### src/rtl/pam4_upsampler_pkg.sv
// Shared TX-path types and the 4-PAM Gray mapper; the RX slicer reuses pam4_map.
package tx_pkg;

  localparam int OSR_DEF   = 4;
  localparam int A_LVL_DEF = 32768;
  localparam int SAMPLE_W  = 18;

  typedef logic [1:0]                 sym_t;
  typedef logic signed [SAMPLE_W-1:0] sample_t;

  // msb selects polarity, lsb selects inner (1) or outer (0) level
  function automatic sample_t pam4_map(input sym_t sym, input sample_t a_lvl);
    sample_t mag;
    mag = sym[0] ? a_lvl : sample_t'(3 * a_lvl);
    return sym[1] ? mag : -mag;
  endfunction

endpackage

### src/rtl/pam4_upsampler_if.sv
// Symbol valid/ready handshake into the upsampler.
interface pam4_upsampler_if;
  import tx_pkg::*;

  sym_t sym_in;
  logic sym_valid;
  logic sym_ready;

  modport master (output sym_in, output sym_valid, input sym_ready);
  modport slave  (input sym_in, input sym_valid, output sym_ready);

endinterface

### src/rtl/pam4_upsampler_sym_fifo2.sv
// Two-entry symbol FIFO with same-edge push and pop; payload storage is not reset.
module sym_fifo2
  import tx_pkg::*;
#(
  parameter int DEPTH = 2
) (
  input  logic       clk,
  input  logic       reset,
  input  logic       push,
  input  sym_t       din,
  input  logic       pop,
  output sym_t       dout,
  output logic [1:0] count,
  output logic       full,
  output logic       empty
);

  sym_t       mem_q [2];
  sym_t       mem_d [2];
  logic       rd_q, rd_d;
  logic       wr_q, wr_d;
  logic [1:0] cnt_q, cnt_d;
  logic       do_push, do_pop;

  assign full  = (cnt_q == 2'(DEPTH));
  assign empty = (cnt_q == 2'd0);
  assign dout  = mem_q[rd_q];
  assign count = cnt_q;

  always_comb begin
    mem_d   = mem_q;
    rd_d    = rd_q;
    wr_d    = wr_q;
    do_push = push && !full;
    do_pop  = pop && !empty;
    if (do_push) begin
      mem_d[wr_q] = din;
      wr_d        = ~wr_q;
    end
    if (do_pop) begin
      rd_d = ~rd_q;
    end
    cnt_d = cnt_q + 2'(do_push) - 2'(do_pop);
  end

  always_ff @(posedge clk) begin
    if (reset) begin
      rd_q  <= 1'b0;
      wr_q  <= 1'b0;
      cnt_q <= 2'd0;
    end else begin
      rd_q  <= rd_d;
      wr_q  <= wr_d;
      cnt_q <= cnt_d;
    end
    mem_q <= mem_d;
  end

endmodule

### src/rtl/pam4_upsampler.sv
// 4-PAM symbol buffer, Gray mapper and zero-insertion upsampler feeding the TX RRC filter.
module pam4_upsampler
  import tx_pkg::*;
#(
  parameter int OSR        = OSR_DEF,
  parameter int A_LVL      = A_LVL_DEF,
  parameter int FIFO_DEPTH = 2,
  localparam int PW        = $clog2(OSR)
) (
  input  logic              clk,
  input  logic              reset,
  pam4_upsampler_if.slave   s,
  output sample_t           y_out,
  output logic              sym_strobe,
  output logic [PW-1:0]     phase,
  output logic              underflow
);

  localparam sample_t A_S = sample_t'(A_LVL);

  logic          fifo_full, fifo_empty;
  logic [1:0]    fifo_count;
  sym_t          fifo_dout;
  logic          push, pop, slot;

  logic [PW-1:0] phase_q, phase_d;
  sample_t       y_q, y_d;
  logic          strobe_q, strobe_d;
  logic          underflow_q, underflow_d;
  logic          first_slot_q, first_slot_d;

  // Ready comes from registered FIFO state only, never from sym_valid
  assign s.sym_ready = !reset && !fifo_full;
  assign push        = s.sym_valid && s.sym_ready;
  assign slot        = (phase_q == PW'(OSR - 1));
  assign pop         = slot && !fifo_empty;

  sym_fifo2 #(
    .DEPTH (FIFO_DEPTH)
  ) u_fifo (
    .clk   (clk),
    .reset (reset),
    .push  (push),
    .din   (s.sym_in),
    .pop   (pop),
    .dout  (fifo_dout),
    .count (fifo_count),
    .full  (fifo_full),
    .empty (fifo_empty)
  );

  // A symbol pushed on an empty slot edge is stored, not bypassed: the slot reads pre-edge empty
  always_comb begin
    phase_d      = slot ? '0 : phase_q + PW'(1);
    y_d          = pop ? pam4_map(fifo_dout, A_S) : '0;
    strobe_d     = slot;
    first_slot_d = slot ? 1'b0 : first_slot_q;
    underflow_d  = underflow_q | (slot & fifo_empty & ~first_slot_q);
  end

  // Output stage: sample register, phase and flags
  always_ff @(posedge clk) begin
    if (reset) begin
      phase_q      <= '0;
      y_q          <= '0;
      strobe_q     <= 1'b0;
      underflow_q  <= 1'b0;
      first_slot_q <= 1'b1;
    end else begin
      phase_q      <= phase_d;
      y_q          <= y_d;
      strobe_q     <= strobe_d;
      underflow_q  <= underflow_d;
      first_slot_q <= first_slot_d;
    end
  end

  assign y_out      = y_q;
  assign sym_strobe = strobe_q;
  assign phase      = phase_q;
  assign underflow  = underflow_q;

  logic unused_count;
  assign unused_count = ^fifo_count;

endmodule

### src/flat_wrapper.sv
// flat-port wrapper written by rule: the top's interface ports become plain ports
module pam4_upsampler_flat import tx_pkg::*;
#(
  parameter int OSR        = OSR_DEF,
  parameter int A_LVL      = A_LVL_DEF,
  parameter int FIFO_DEPTH = 2,
  localparam int PW        = $clog2(OSR)
)
  (clk, reset, y_out, sym_strobe, phase, underflow, s_sym_in, s_sym_valid, s_sym_ready);
  pam4_upsampler_if s_i ();
  input  logic clk;
  input  logic reset;
  output sample_t y_out;
  output logic sym_strobe;
  output logic [PW-1:0] phase;
  output logic underflow;
  input wire logic [$bits(s_i.sym_in)-1:0] s_sym_in;
  input wire logic [$bits(s_i.sym_valid)-1:0] s_sym_valid;
  output wire logic [$bits(s_i.sym_ready)-1:0] s_sym_ready;
  assign s_i.sym_in = s_sym_in;
  assign s_i.sym_valid = s_sym_valid;
  assign s_sym_ready = s_i.sym_ready;
  pam4_upsampler #(.OSR(OSR), .A_LVL(A_LVL), .FIFO_DEPTH(FIFO_DEPTH)) u_core (.clk(clk), .reset(reset), .s(s_i), .y_out(y_out), .sym_strobe(sym_strobe), .phase(phase), .underflow(underflow));
endmodule
### config.mk
export PLATFORM = sky130hd
export DESIGN_NAME = pam4_upsampler_flat
export DESIGN_NICKNAME = d
export VERILOG_FILES = /design/src/rtl/pam4_upsampler_pkg.sv /design/src/rtl/pam4_upsampler_if.sv /design/src/rtl/pam4_upsampler_sym_fifo2.sv /design/src/rtl/pam4_upsampler.sv /design/src/flat_wrapper.sv
export SDC_FILE = /design/constraint.sdc
export NUM_CORES = 1
export LEC_CHECK = 0
export CORE_MARGIN = 10
export CORE_UTILIZATION = 38
export DETAILED_ROUTE_END_ITERATION = 12
export HOLD_SLACK_MARGIN = 0.03
export MAX_ROUTING_LAYER = met4
export PLACE_DENSITY = 0.73
export SETUP_SLACK_MARGIN = 0.2
export SYNTH_ARGS = -nofsm -noshare
export SYNTH_HDL_FRONTEND = slang
export SYNTH_SLANG_ARGS = --single-unit
### constraint.sdc
create_clock -name clk -period 1.5 [get_ports clk]
set_input_delay 0.225 -clock clk [delete_from_list [all_inputs] [get_ports clk]]
set_output_delay 0.225 -clock clk [all_outputs]
set_load 0.01 [all_outputs]
==> flow_summary_export.csv <==
group,metric,value,unit
outcome,status,"finished, final reports clean",
setup_path,startpoint_type,"flop",
clock_network,hold_buffers,0,
floorplan,io_pins,28,
setup_path,timing.critical_path.fanout_max,4,
clock_network,clk_latency,280,ps
clock_network,cts-buffers-inserted,3,
sta,rsz0062_at_grt,"yes",
yosys,yosysWarningCount,0,
detailed_routing,first_pass_iters,1,
setup_path,ff2ff_path_depth,8,
clock_network,clkSinkCount,16,
floorplan,die_area,4100,sq um
run,cap_violations,0,
floorplan,die_w,64.0,microns
yosys,synth_edf_count,4,
yosys,syn_area,737,sq um
cells_and_area,area_delta_synth_final,33.1,%
yosys,syn_inst,70,
pwr,ir_drop,0.000473,V
detailed_routing,wl,1.26,mm
sta,setup_ws,58.5,ps
cells_and_area,layout.cells.non_filler,117,
placement,dp_cells,106,
setup_path,cp-end-kind,"flop",
sta,clock-skew-final,9.69,ps
pwr,p_leak,0.461,nW
setup_path,r2r_slack,60,ps
cells_and_area,final_common_cell,"conb_1",
placement,portBuffers,12,
cells_and_area,layout_common_cells,"conb_1, buf_4, dfxtp_1",
clock_network,h-tree-depth,1,
setup_path,critical_path_class,"reg -> reg",
floorplan,die_y,64.0,microns
clock_network,cts_tree,"yes",
floorplan,initial_utilization,41.3,%
floorplan,row_count,15,
sta,slew_violations,0,
global_routing,antenna_found_initial,0,
setup_path,critPathRequiredTime,1670,ps
setup_path,arrival,1610,ps
yosys,synth_area_leader_cell,"dfxtp_1",
sta,fmax,0.694,GHz
clock_network,cts_buffer_depth,2,
sta,finalHoldViolations,0,
detailed_routing,via_per_inst,4.12,
yosys,seq_area_frac_synth,48.9,%
cells_and_area,num_antenna_cells,0,
cells_and_area,drive_above_1_share,32.6,%
detailed_routing,wire_per_inst,10.8,microns
setup_path,r2r-start,"u_core.u_fifo.count[1]$_SDFF_PP0_",
yosys,ys_async_sr_fraction,0,%
setup_path,crit_start,"u_core.u_fifo.count[1]$_SDFF_PP0_",
global_routing,grt_pass1_wl,2.07,mm
sta,timing.final.crit_share,96.1,%
clock_network,path_clk_slew,100,ps
placement,place_ws,-203,ps
yosys,syn_area_per_cell,10.5,sq um
placement,place_congestion,0.758,
sta,setup_viol,0,
yosys,synth_cell_types,23,
floorplan,core_region_area,1780,sq um
placement,dp_hpwl,956,microns
setup_path,cp-endpoint,"u_core.u_fifo.count[1]$_SDFF_PP0_",
yosys,netlist.area_leader.share,32.6,%
worst_hold_path,hold_path.class,"reg -> reg",
yosys,synth_top_cells_by_area,"dfxtp_1, edfxtp_1, buf_4",
sta,finalCriticalPeriod,1440,ps
setup_path,r2r-end,"u_core.u_fifo.count[1]$_SDFF_PP0_",
global_routing,track_usage,6.57,%
detailed_routing,final_antenna_net_count,0,
clock_network,cts-root-buf,"clkbuf_4",
global_routing,grt.overflow.total,0,
yosys,synth_flop_cell,"dfxtp_1",
cells_and_area,nets,101,
cells_and_area,fillers,149,
detailed_routing,drtIter0Drc,0,
global_routing,grt_max_degree,10,
global_routing,grt_pass1_vias,496,
pwr,power_density,945,nW/um^2
pwr,finalPower,0.000927,W
detailed_routing,drc,0,
yosys,synth-seq-cells,16,
detailed_routing,vias,482,
==> Yosys cell counts, types with 2 or more instances <==
cell type and instances:
inv_1 6, buf_4 15, o21ai_0 2, xnor2_1 2, nor2b_1 2, edfxtp_1 4, nor2b_4 2, ha_1 3
dfxtp_1 12, a211oi_1 2, nor2_1 6, xor2_1 3
==> layout make-up <==
cell class                      count  area [sq um]  share of cell area (%)
Multi-Input combinational cell     46           348                    35.5
Tap cell                           25          31.3                    3.19
Sequential cell                    16           370                    37.8
Inverter                            6          22.5                    2.30
Clock buffer                        4          36.3                    3.70
Timing Repair Buffer               20           173                    17.6
==> critical path, cell delays in order (launching register included) <==
cell     delay [ps]
dfxtp_4         360
nor2b_4         130
nor2_4          120
nand2_2          70
ha_4            260
inv_2            30
ha_4            150
xnor2_2         140
nor2_1           60
==> what timing repair did <==
action                     in CTS  in global routing
pin swaps                       1                  5
setup endpoints to repair      10                  5
gates cloned                    0                  0
setup buffers                   4                  3
gates resized for setup         9                 12
==> sequential cells by signal, summed over array words and instances, names as in the netlist <==
register,flops
u_core.u_fifo.count,2
u_core.underflow,1
u_core.y_out,3
u_core.u_fifo.rd_q,1
u_core.sym_strobe,1
u_core.u_fifo.mem_q,4
u_core.u_fifo.wr_q,1
u_core.first_slot_q,1
u_core.phase,2
==> power breakdown <==
| group | switching (W) | total, W | internal (W) |
|---|---|---|---|
| logic | 0.0000774 | 0.000159 | 0.0000813 |
| clock network | 0.000130 | 0.000278 | 0.000147 |
| registers | 0.0000218 | 0.000490 | 0.000469 |
==> stage by stage <==
step | area [sq um] | hold slack [ps] | util (%) | setup TNS, ps
global route | 981 | 467 | 55.0 | -8.79
global placement | 860 | 425 | 48.2 | -571
CTS | 918 | 454 | 51.5 | 0
floorplan | 818 | 324 | - | 0
finish | 981 | 451 | 55.0 | 0
detailed placement | 860 | 435 | 48.2 | -623
==> cells by family after synthesis <==
| family | share of synthesized area [%] |
|---|---|
| other | 0.509 |
| adder cells (fa/ha/maj) | 5.09 |
| XOR/XNOR | 5.94 |
| AND/OR/NAND/NOR | 14.1 |
| buffers and inverters | 19.0 |
| flip-flops | 48.9 |
| AO/OA/AOI/OAI | 6.45 |
==> layer usage <==
layer  track usage [%]  vias up  routed length, microns
li1                  -      242                       -
met1              6.24      220                     539
met2              10.4       18                     596
met3              3.31        2                      99
met4              4.10        0                      27
met5                 -        -                       0
==> worst min-delay path by stage <==
stage / start / to / slack [ps] / cells past startpoint
final: u_core.phase[0]$_SDFF_PP0_ / u_core.phase[0]$_SDFF_PP0_ / 450 / 1
after global placement: u_core.phase[0]$_SDFF_PP0_ / u_core.phase[0]$_SDFF_PP0_ / 430 / 1
after CTS: u_core.phase[0]$_SDFF_PP0_ / u_core.phase[0]$_SDFF_PP0_ / 450 / 1
after detailed placement: u_core.phase[0]$_SDFF_PP0_ / u_core.phase[0]$_SDFF_PP0_ / 430 / 1
after global routing: u_core.phase[0]$_SDFF_PP0_ / u_core.phase[0]$_SDFF_PP0_ / 470 / 1
after floorplan: s_sym_in[0] / u_core.u_fifo.mem_q[0]$_DFFE_PP_ / 320 / 0
No activity file was read; power rests on OpenSTA's default activity.
